File: src/rtl/seq_mult_signed_param_if.sv
// seq_mult_signed_param_if: start/busy/data_valid handshake bundle for the sequential signed multiplier
interface seq_mult_signed_param_if #(
    parameter int N = 8,
    parameter int M = 9,
    parameter int OUT_W = N + M
);
    logic                    start;
    logic signed [N-1:0]     in_a;
    logic signed [M-1:0]     in_b;
    logic                    busy;
    logic                    data_valid;
    logic signed [OUT_W-1:0] out;
    logic                    ovf;
    modport master (output start, in_a, in_b, input busy, data_valid, out, ovf);
    modport slave (input start, in_a, in_b, output busy, data_valid, out, ovf);
endinterface

File: src/rtl/seq_mult_signed_param.sv
// seq_mult_signed_param: shift-add signed multiplier, one bit of in_a per clock, with rescale, rounding and saturation
module seq_mult_signed_param #(
    parameter int N = 8,
    parameter int M = 9,
    parameter int FRAC = 0,
    parameter int ROUND = 0,
    parameter int OUT_W = N + M
) (
    input logic clk,
    input logic rst_n,
    seq_mult_signed_param_if.slave bus
);
    localparam int W = N + M;
    localparam int CW = N > 1 ? $clog2(N) : 1;
    localparam int XW = (W + 1 > OUT_W ? W + 1 : OUT_W) + 1;
    localparam int RS = FRAC > 0 ? FRAC - 1 : 0;
    localparam logic signed [W:0] RND = (ROUND != 0 && FRAC > 0) ? (W + 1)'(1) << RS : '0;
    localparam logic signed [XW-1:0] OMAX = (XW'(1) << (OUT_W - 1)) - XW'(1);
    localparam logic signed [XW-1:0] OMIN = -(XW'(1) << (OUT_W - 1));
    typedef enum logic [1:0] {IDLE, MUL, FIN} state_t;
    state_t state;
    logic [N-1:0] a;
    logic signed [W-1:0] b, acc, term, acc_nxt;
    logic [CW-1:0] count;
    logic last;
    logic signed [W:0] sum, r;
    logic signed [XW-1:0] rx;
    logic signed [OUT_W-1:0] sat_out;
    logic sat_ovf;
    // The sign bit of a carries weight -2^(N-1), so the last step subtracts.
    always_comb begin
        last = count == CW'(N - 1);
        term = a[count] ? b <<< count : '0;
        acc_nxt = last ? acc - term : acc + term;
        sum = {acc[W-1], acc} + RND;
        r = sum >>> FRAC;
        rx = {{(XW - W - 1){r[W]}}, r};
        sat_ovf = (rx > OMAX) || (rx < OMIN);
        sat_out = rx > OMAX ? OMAX[OUT_W-1:0] : rx < OMIN ? OMIN[OUT_W-1:0] : rx[OUT_W-1:0];
    end
    always_ff @(posedge clk or negedge rst_n) begin
        if (!rst_n) begin
            state <= IDLE;
            bus.busy <= 1'b0;
            bus.data_valid <= 1'b0;
            bus.out <= '0;
            bus.ovf <= 1'b0;
            count <= '0;
            acc <= '0;
            a <= '0;
            b <= '0;
        end else begin
            bus.data_valid <= 1'b0;
            case (state)
                IDLE: if (bus.start) begin
                    a <= bus.in_a;
                    b <= {{N{bus.in_b[M-1]}}, bus.in_b};
                    acc <= '0;
                    count <= '0;
                    bus.busy <= 1'b1;
                    state <= MUL;
                end
                MUL: begin
                    acc <= acc_nxt;
                    count <= last ? '0 : count + 1'b1;
                    state <= last ? FIN : MUL;
                end
                FIN: begin
                    bus.out <= sat_out;
                    bus.ovf <= sat_ovf;
                    bus.data_valid <= 1'b1;
                    bus.busy <= 1'b0;
                    state <= IDLE;
                end
                default: state <= IDLE;
            endcase
        end
    end
endmodule

File: src/flat_wrapper.sv
// flat-port wrapper written by rule: the top's interface ports become plain ports
module seq_mult_signed_param_flat 
#(
    parameter int N = 8,
    parameter int M = 9,
    parameter int FRAC = 0,
    parameter int ROUND = 0,
    parameter int OUT_W = N + M
)
  (clk, rst_n, bus_start, bus_in_a, bus_in_b, bus_busy, bus_data_valid, bus_out, bus_ovf);
  seq_mult_signed_param_if #(.N(N), .M(M), .OUT_W(OUT_W)) bus_i ();
  input logic clk;
  input logic rst_n;
  input wire logic [$bits(bus_i.start)-1:0] bus_start;
  input wire logic [$bits(bus_i.in_a)-1:0] bus_in_a;
  input wire logic [$bits(bus_i.in_b)-1:0] bus_in_b;
  output wire logic [$bits(bus_i.busy)-1:0] bus_busy;
  output wire logic [$bits(bus_i.data_valid)-1:0] bus_data_valid;
  output wire logic [$bits(bus_i.out)-1:0] bus_out;
  output wire logic [$bits(bus_i.ovf)-1:0] bus_ovf;
  assign bus_i.start = bus_start;
  assign bus_i.in_a = bus_in_a;
  assign bus_i.in_b = bus_in_b;
  assign bus_busy = bus_i.busy;
  assign bus_data_valid = bus_i.data_valid;
  assign bus_out = bus_i.out;
  assign bus_ovf = bus_i.ovf;
  seq_mult_signed_param #(.N(N), .M(M), .FRAC(FRAC), .ROUND(ROUND), .OUT_W(OUT_W)) u_core (.clk(clk), .rst_n(rst_n), .bus(bus_i));
endmodule
File: config.mk
export PLATFORM = sky130hd
export DESIGN_NAME = seq_mult_signed_param_flat
export DESIGN_NICKNAME = d
export VERILOG_FILES = /design/src/rtl/seq_mult_signed_param_if.sv /design/src/rtl/seq_mult_signed_param.sv /design/src/flat_wrapper.sv
export SDC_FILE = /design/constraint.sdc
export NUM_CORES = 1
export LEC_CHECK = 0
export ABC_AREA = 1
export CAP_MARGIN = 20
export CORE_ASPECT_RATIO = 1.4
export CORE_MARGIN = 10
export CORE_UTILIZATION = 60
export CTS_BUF_LIST = sky130_fd_sc_hd__clkbuf_8
export CTS_CLUSTER_DIAMETER = 40
export DETAILED_ROUTE_END_ITERATION = 6
export GPL_TIMING_DRIVEN = 0
export PLACE_DENSITY_LB_ADDON = 0.15
export SETUP_SLACK_MARGIN = 0.3
export SLEW_MARGIN = 15
export SYNTH_ARGS = -nofsm -noshare
export SYNTH_HDL_FRONTEND = slang
export SYNTH_SLANG_ARGS = --single-unit
File: constraint.sdc
create_clock -name clk -period 7.07 [get_ports clk]
set_clock_uncertainty 0.2 [all_clocks]
set_input_delay 1.0605 -clock clk [delete_from_list [all_inputs] [get_ports clk]]
set_output_delay 1.0605 -clock clk [all_outputs]
set_load 0.02 [all_outputs]
==> out/metrics.cfg, run 1 <==
[run_status]
outcome = finished, final reports clean

[logic_synthesis]
synth_nets = 584
synth_flop_cell = dfrtp_1
yosysSeqAreaShare = 0.3809
syn_area_um2 = 3876
synth-seq-cells = 59
synth-edff-count = 0
async_flop_share = 1.000
synth_top_area_frac = 0.3809
yosys.area.top_type = dfrtp_1
synth_cell_types = 33
synth.top_cells.by_area = dfrtp_1 (38%), nand2_1 (18%), ha_1 (6.1%)
avgSynthCellArea_um2 = 7.125
synth_cells = 544
yosysWarnings = 0

[place]
pre_cts_slack_ns = 3.096
dp_hpwl_um = 7105
portBuffers = 39
placed_cell_area_um2 = 4354
gp_congestion = 0.9362

[clocking]
numCtsBuffers = 9
post_cts_resized = 0
cts_num_sinks = 59
htreeDepth = 3
cts_hold_buf = 0
cts_post_setup_buffers_inserted = 0
root_buffer = clkbuf_8
cts_tree = yes
clockBufferDepth = 2
clkTransAtPathRegs_ns = 0.07
insertion_delay_ns = 0.35

[die]
die_x_um = 87.93
die_area_um2 = 10120
start_util = 0.6198
die_h_um = 115.1
core_area_um2 = 6254
rows = 34
io_pins = 40

[timing]
tightest_slew_ns = 0.7312
finalCritPeriodShare = 0.5799
period_minus_slack_ns = 4.100
maxSlewHeadroom = 0.5126
setup_ws_ns = 2.970
finalSetupTns_ns = 0
drv_slew = 0
finalHoldViolCount = 0
setup_viol = 0
fmax_mhz = 243.9
rsz0062_at_grt = false

[setup_path]
critical_path.cell_chain = inv_2 -> buf_6 -> nand2_1 -> nand2_1 -> inv_1 -> nor3_1 -> inv_1 -> ha_1 -> nor2_1 -> xnor2_1 -> inv_1 -> ha_1 -> nand2_1 -> o21ai_0 -> nand2_1 -> a31oi_1 -> a21boi_0 -> o21ai_0 -> nand2_1 -> nand2_1 -> o22ai_1
critPathKind = register to register
critPathRequiredTime_ns = 7.07
critPathCaptureType = register
r2r-end = u_core.acc[9]
crit_path_max_fanout = 10
crit_top_cell = nand2_1
r2r_slack_ns = 2.97
cp_slowest_stage_delay_ns = 0.46
rr_startpoint = u_core.count[0]
rr_worst_depth = 21
critPathLaunchType = register
cpMaxStageDelayCell = dfrtp_1
crit_arrival_ns = 4.10

[flow_run]
cap_violations = 0

[worst_hold_path]
hp-start = u_core.bus.out[16]
hp-class = register to register
hold_end = u_core.bus.out[16]
holdPathStages = 2

[finish]
fillCellCount = 538
antenna_cells = 0
final_nets = 634
multi_input_area_um2 = 2067
utilization = 0.7221
design_area_um2 = 4516
synthToLayoutAreaGrowth_pct = 16.49
seq_area_um2 = 1476
drive_gt1_frac = 0.08681

[global_routing]
grt_pass1_wl_um = 15670
grt_overflow_total = 0
grt_pass1_vias = 3551
grt_antenna_before_repair = 0
grt_util_all_layers = 0.1911
grt_max_degree = 60

[route]
vias_per_cell = 5.355
routed_wl_um = 9261
dr.pass1.iters = 5
drt_iter0_markers = 189
wl_per_cell_um = 13.80
post-route-drc-count = 0
ant_nets = 0
vias = 3593

## cell families (layout without fill, tap and decap cells)
kind of cell / Yosys count / in the layout / synth area share
AOI/OAI and AO/OA: 86 / 86 / 0.1210
buffers and inverters: 82 / 137 / 0.08586
adders and majority gates: 20 / 20 / 0.06650
xor gates and xnor gates: 16 / 16 / 0.03615
DFF: 59 / 59 / 0.3809
and+or+nand+nor: 281 / 281 / 0.3096
## cell type report
type                       count  share of cell area
sequential                    59              0.3270
timing repair buffer          39             0.08590
buffer                        17             0.01967
inverter                      65             0.05403
clock inverter                 7            0.008313
multi-input combinational    403              0.4577
tap                           72             0.01995
clock buffer                   9             0.02743
## synth_stat cells, types with 2 or more instances
library cell  instances
inv_2                 2
nand2_1             183
ha_1                 19
dfrtp_1              59
o21ai_1               4
nor2_4                2
nand3_1              44
nand2_2              15
inv_1                63
o21ai_0              44
a31oi_1               2
buf_6                 2
nor2_2                5
nor3_1                4
nand4_1               3
a21o_1                2
a21oi_1              19
xnor2_1               6
o21ai_2               2
o21bai_1              2
clkbuf_1              9
o22ai_1               8
buf_2                 5
nor2_1               22
xor2_1               10
## state kept, by name (all words and copies together) (netlist names)
register,flops
u_core.acc,17
u_core.bus.out,17
u_core.b,9
u_core.a,8
u_core.count,3
u_core.state,2
u_core.bus.busy,1
u_core.bus.data_valid,1
u_core.bus.ovf,1
## per-stage QoR
step	std cells	hold WS [ns]
detailed placement	655	0.2578
global placement	655	0.2528
CTS	671	0.2746
global route	671	0.2931
floorplan	544	0.2422
finish	671	0.2677
## layout by cell type, fill, tap and decap left out, drive strengths merged
master           n
nand2          198
inv             67
dfrtp           59
o21ai           50
nand3           45
clkdlybuf4s50   38
nor2            29
a21oi           19
ha              19
clkbuf          18
xor2            10
buf              9
o22ai            8
xnor2            6
nor3             4
nand4            3
clkinv           3
a31oi            2
a21o             2
o21bai           2
clkinvlp         2
a21boi           1
nand3b           1
o31ai            1
a31o             1
or2              1
fa               1
## routing by layer
metal / global-route usage / routed length, um / up-vias
met1: 0.2046 / 3602 / 1625
met4: 0.08849 / 298 / 0
met2: 0.3463 / 4936 / 99
met5: 0 / 0 / -
li1: - / - / 1845
met3: 0.03822 / 424 / 24
## worst max-delay path by stage
stage / from / endpoint
CTS: u_core.count[0] / u_core.acc[9]
floorplan: u_core.count[0] / u_core.acc[9]
detailed placement: u_core.count[0] / u_core.acc[9]
global placement: rst_n / u_core.b[8]
global route: u_core.count[0] / u_core.acc[9]
finish: u_core.count[0] / u_core.acc[9]
## critical path, delay by kind of cell, from the launching register on
family / cells / cell delay, ns
buffers and inverters: 5 / 0.49
flip-flops: 1 / 0.46
adder cells (fa/ha/maj): 2 / 0.58
AO/OA/AOI/OAI: 5 / 1.10
AND/OR/NAND/NOR: 8 / 0.99
XOR/XNOR: 1 / 0.13
Power of run 1 is not shown: default switching activity piles up to over one toggle a cycle in this logic, so the estimate is an artifact.
==> run 2: changes to the inputs <==
--- a/config.mk
+++ b/config.mk
@@ -9,7 +9,7 @@
 export CAP_MARGIN = 20
 export CORE_ASPECT_RATIO = 1.4
 export CORE_MARGIN = 10
-export CORE_UTILIZATION = 60
+export CORE_UTILIZATION = 53
 export CTS_BUF_LIST = sky130_fd_sc_hd__clkbuf_8
 export CTS_CLUSTER_DIAMETER = 40
 export DETAILED_ROUTE_END_ITERATION = 6
==> constraint.sdc (replaced) <==
create_clock -name clk -period 3.75 [get_ports clk]
set_clock_uncertainty 0.2 [all_clocks]
set_input_delay 0.5625 -clock clk [delete_from_list [all_inputs] [get_ports clk]]
set_output_delay 0.5625 -clock clk [all_outputs]
set_load 0.02 [all_outputs]
==> out/metrics.cfg, run 2 (synthesized netlist as in run 1, its figures left out) <==
[route]
drt_iter0_markers = 181
post-route-drc-count = 0
vias = 3876
ant_nets = 0
vias_per_cell = 5.391
routed_wl_um = 11120
dr.pass1.iters = 5
wl_per_cell_um = 15.46

[run_status]
outcome = finished, final reports clean

[timing]
finalCritPeriodShare = 0.9327
setup_viol = 0
period_minus_slack_ns = 3.498
drv_slew = 0
maxSlewHeadroom = 0.4979
rsz0062_at_grt = true
fmax_mhz = 285.9
tightest_slew_ns = 0.7532
finalHoldViolCount = 0

[finish]
final_common_cell = nand2_1
seq_area_um2 = 1479
synthToLayoutAreaGrowth_pct = 37.57
drive_gt1_frac = 0.2724
final_nets = 660
multi_input_area_um2 = 2560
final_cell_mix = nand2_1 (158), dfrtp_1 (57), inv_1 (54), clkdlybuf4s50_1 (38), nand2_2 (32)
antenna_cells = 0
design_area_um2 = 5333
top_regs = u_core.acc (17), u_core.bus.out (17), u_core.b (9)
fillCellCount = 540

[global_routing]
grt_pass1_vias = 3671
grt_pass1_wl_um = 16480
grt_util_all_layers = 0.1805
grt_max_degree = 60
grt_overflow_total = 0
grt_antenna_before_repair = 0

[clocking]
cts_hold_buf = 0
numCtsBuffers = 9
root_buffer = clkbuf_8
htreeDepth = 3
clkTransAtPathRegs_ns = 0.07
cts_num_sinks = 59
clockBufferDepth = 2
insertion_delay_ns = 0.36
cts_tree = yes

[place]
gp_congestion = 0.8188
placed_cell_area_um2 = 4383
portBuffers = 39
dp_hpwl_um = 7289

[setup_path]
r2r_slack_ns = 0.25
crit_path_max_fanout = 6
cpMaxStageDelayCell = dfrtp_2
critPathKind = register to register
crit_arrival_ns = 3.55
critPathLaunchType = register
cp_slowest_stage_delay_ns = 0.46
critPathRequiredTime_ns = 3.80
critical-path-top-delay-family = simple AND/OR/NAND/NOR gates
critPathCaptureType = register
cp_num_buf_inv = 5

[die]
start_util = 0.5516
die_x_um = 92.28
rows = 36
die_area_um2 = 11180
die_h_um = 121.2
io_pins = 40
core_area_um2 = 7027

[flow_run]
cap_violations = 0

[worst_hold_path]
hp-class = primary input to asynchronous set/reset pin

[run 2: cell count changes in the layout (fill, tap and decap cells not counted), moves of 8 or more]
cell,delta
nand2_4,+8
ha_1,-13
inv_1,-11
nand3_1,-13
nand2_2,+17
nand3_2,+13
nand2_1,-25
ha_4,+12
o21ai_0,-14
inv_2,+9
nor2_1,-8
buf_4,+24
[run 2: worst paths after layout]
check | from | endpoint | cells after the start
worst min register to register | u_core.bus.out[16] | u_core.bus.out[16] | 2
worst min-delay path | rst_n | u_core.bus.out[6] | 1
worst max-delay path | u_core.count[0] | u_core.acc[16] | 25
max in group asynchronous | rst_n | u_core.count[0] | 1
worst max register to register | u_core.count[0] | u_core.acc[16] | 25
min in group clk | u_core.bus.out[16] | u_core.bus.out[16] | 2
[run 2: cell type report]
type / instances / share of cell area
Sequential cell: 59 / 0.2773
Multi-Input combinational cell: 403 / 0.4801
Inverter: 65 / 0.04622
Tap cell: 95 / 0.02229
Timing Repair Buffer: 65 / 0.1140
Clock inverter: 2 / 0.006335
Clock buffer: 13 / 0.03355
Buffer: 17 / 0.02018
[run 2: metrics by stage]
step                worst slack, ns  std cells  utilization  TNS, ns  hold WS (ns)
CTS                          0.2929        697       0.6788        0       0.09923
global placement            -0.1714        678       0.6241  -0.6467        0.2526
finish                       0.2522        719       0.7589        0       0.06966
global route                0.07606        719       0.7589        0        0.1371
floorplan                    0.4027        544            -        0       0.06691
detailed placement          -0.2208        678       0.6238  -0.9141        0.2600
[run 2: what timing repair did]
action                     4_1_cts  5_1_grt
buffers inserted                 4       22
gates resized for setup         31      105
pin swaps                        7       52
setup endpoints to repair       11       11
[run 2: worst reg2reg max path, cell delays in order, from the launching register on]
cell	delay, ns
dfrtp_2	0.46
inv_4	0.11
nand2_2	0.06
nand3_2	0.06
nand2_2	0.08
nand2_4	0.14
nor2_4	0.06
inv_2	0.09
ha_4	0.16
nand2_4	0.06
nor2_4	0.12
inv_2	0.07
nor2_4	0.13
nor2_2	0.05
xnor2_1	0.17
inv_1	0.09
ha_4	0.18
a21oi_4	0.17
o21ai_1	0.09
nand2_1	0.09
nand4_1	0.17
buf_4	0.20
a21oi_4	0.16
nand3_2	0.09
nand3_2	0.09
nand2_2	0.05
[run 2: routing by layer]
| layer | part of all wire | GRT usage | up-vias |
|---|---|---|---|
| met5 | 0 | 0 | - |
| li1 | - | - | 1887 |
| met2 | 0.54 | 0.3332 | 130 |
| met1 | 0.38 | 0.1884 | 1826 |
| met3 | 0.050 | 0.04272 | 33 |
| met4 | 0.031 | 0.07930 | 0 |
Power of run 2 is left out for the same reason.
==> run 3: changes to the inputs <==
--- a/config.mk
+++ b/config.mk
@@ -8,7 +8,7 @@
 export ABC_AREA = 1
 export CAP_MARGIN = 20
 export CORE_ASPECT_RATIO = 1.4
-export CORE_MARGIN = 10
+export CORE_MARGIN = 2
 export CORE_UTILIZATION = 53
 export CTS_BUF_LIST = sky130_fd_sc_hd__clkbuf_8
 export CTS_CLUSTER_DIAMETER = 40
==> out/metrics.cfg, run 3 (synthesized netlist as in run 1, its figures left out) <==
[route]
dr.pass1.iters = 4
routed_wl_um = 10290
vias = 3835
wl_per_cell_um = 14.27
ant_nets = 0
vias_per_cell = 5.319
post-route-drc-count = 0
drt_iter0_markers = 232

[timing]
rsz0062_at_grt = true
drv_slew = 0
fmax_mhz = 281.8
finalCritPeriodShare = 0.9462
finalHoldViolCount = 0
maxSlewHeadroom = 0.4981
setup_viol = 0
tightest_slew_ns = 0.7528
setup_ws_ns = 0.2019
finalSetupTns_ns = 0
period_minus_slack_ns = 3.548

[clocking]
root_buffer = clkbuf_8
htreeDepth = 3
cts_num_sinks = 59
clkTransAtPathRegs_ns = 0.08
cts_tree = yes
insertion_delay_ns = 0.36
clockBufferDepth = 2
numCtsBuffers = 9

[setup_path]
critPathLaunchType = register
crit_arrival_ns = 3.63
critPathKind = register to register
critical_path.cell_chain = clkbuf_4 -> nand3_1 -> nand3_1 -> o21ai_1 -> nand2_1 -> nand2_1 -> nor2_4 -> inv_1 -> o21ai_2 -> xor2_1 -> inv_1 -> ha_4 -> a21oi_4 -> o21ai_2 -> nand2_1 -> nand4_1 -> buf_4 -> buf_4 -> a21oi_1 -> o21ai_1 -> o21ai_1
cp_num_buf_inv = 5
critPathRequiredTime_ns = 3.83
critical-path-top-delay-family = simple AND/OR/NAND/NOR gates
cp_slowest_stage_delay_ns = 0.47
critPathCaptureType = register
cpMaxStageDelayCell = dfrtp_1
crit_path_max_fanout = 10

[finish]
design_area_um2 = 5264
antenna_cells = 0
drive_gt1_frac = 0.2620
fillCellCount = 538
final_nets = 661
synthToLayoutAreaGrowth_pct = 35.80
final_cell_mix = nand2_1 (161), dfrtp_1 (58), inv_1 (55), clkdlybuf4s50_1 (38), o21ai_0 (35)
top_regs = u_core.acc (17), u_core.bus.out (17), u_core.b (9)
final_common_cell = nand2_1
utilization = 0.7491

[die]
die_area_um2 = 8023
start_util = 0.5516
die_x_um = 76.28
rows = 36
io_pins = 40
core_area_um2 = 7027
die_h_um = 105.2

[flow_run]
cap_violations = 0

[global_routing]
grt_pass1_vias = 3620
grt_util_all_layers = 0.2453
grt_pass1_wl_um = 15740
grt_overflow_total = 0
grt_max_degree = 60
grt_antenna_before_repair = 0

[place]
pre_cts_slack_ns = -0.2561
gp_congestion = 0.8658
placed_cell_area_um2 = 4383
portBuffers = 39
dp_hpwl_um = 6983

[worst_hold_path]
hp-class = primary input to asynchronous set/reset pin

[run_status]
outcome = finished, final reports clean

-- run 3: changes by cell type in the layout (fill, tap and decap cells not counted), sizes merged --
| cell | previous run | this run |
|---|---|---|
| buf | 33 | 34 |
| clkbuf | 24 | 21 |
| clkinv | 0 | 1 |
| clkinvlp | 0 | 4 |
| inv | 66 | 65 |
-- run 3: metrics by stage --
stage               instances  hold slack [ns]
floorplan                 544          0.06691
global placement          678           0.2522
detailed placement        678           0.2582
CTS                       700          0.09839
global route              721           0.1430
finish                    721          0.07652
-- run 3: worst register-to-register path: stages (launching register included) --
cell and delay [ns]:
dfrtp_1 0.47, clkbuf_4 0.28, nand3_1 0.12, nand3_1 0.10, o21ai_1 0.06, nand2_1 0.13, nand2_1 0.11, nor2_4 0.14
inv_1 0.08, o21ai_2 0.12, xor2_1 0.15, inv_1 0.09, ha_4 0.26, a21oi_4 0.18, o21ai_2 0.08, nand2_1 0.09
nand4_1 0.16, buf_4 0.19, buf_4 0.13, a21oi_1 0.13, o21ai_1 0.10, o21ai_1 0.08
-- run 3: final cells by class --
class | count | area, um2 | share of cell area
buffer | 17 | 103.9 | 0.01973
clock buffer | 10 | 137.6 | 0.02615
clock inverter | 6 | 65.06 | 0.01236
inverter | 65 | 246.5 | 0.04683
multi-input combinational | 403 | 2504 | 0.4756
sequential | 59 | 1478 | 0.2807
tap | 95 | 118.9 | 0.02258
timing repair buffer | 66 | 610.6 | 0.1160
-- run 3: path summary, 6_finish.rpt --
kind	from	depth (start not counted)	slack, ns	endpoint
setup / recovery	u_core.count[1]	21	0.20	u_core.acc[12]
hold reg to reg	u_core.bus.out[16]	2	0.27	u_core.bus.out[16]
max in group asynchronous	rst_n	1	2.75	u_core.count[0]
hold / removal	rst_n	1	0.08	u_core.bus.out[4]
min in group clk	u_core.bus.out[16]	2	0.27	u_core.bus.out[16]
setup reg to reg	u_core.count[1]	21	0.20	u_core.acc[12]
-- run 3: routing by layer --
layer	share of wire	GRT usage	up-vias
met5	0	0	-
met4	0.036	0.1195	0
met3	0.042	0.04577	37
met2	0.55	0.4659	102
met1	0.38	0.2542	1801
li1	-	-	1895
-- run 3: what timing repair did --
action	CTS	global route
setup buffers	6	21
setup endpoints to repair	11	11
pin swaps	4	35
gates resized for setup	29	90
hold buffers	0	0
Power of run 3 is left out for the same reason.
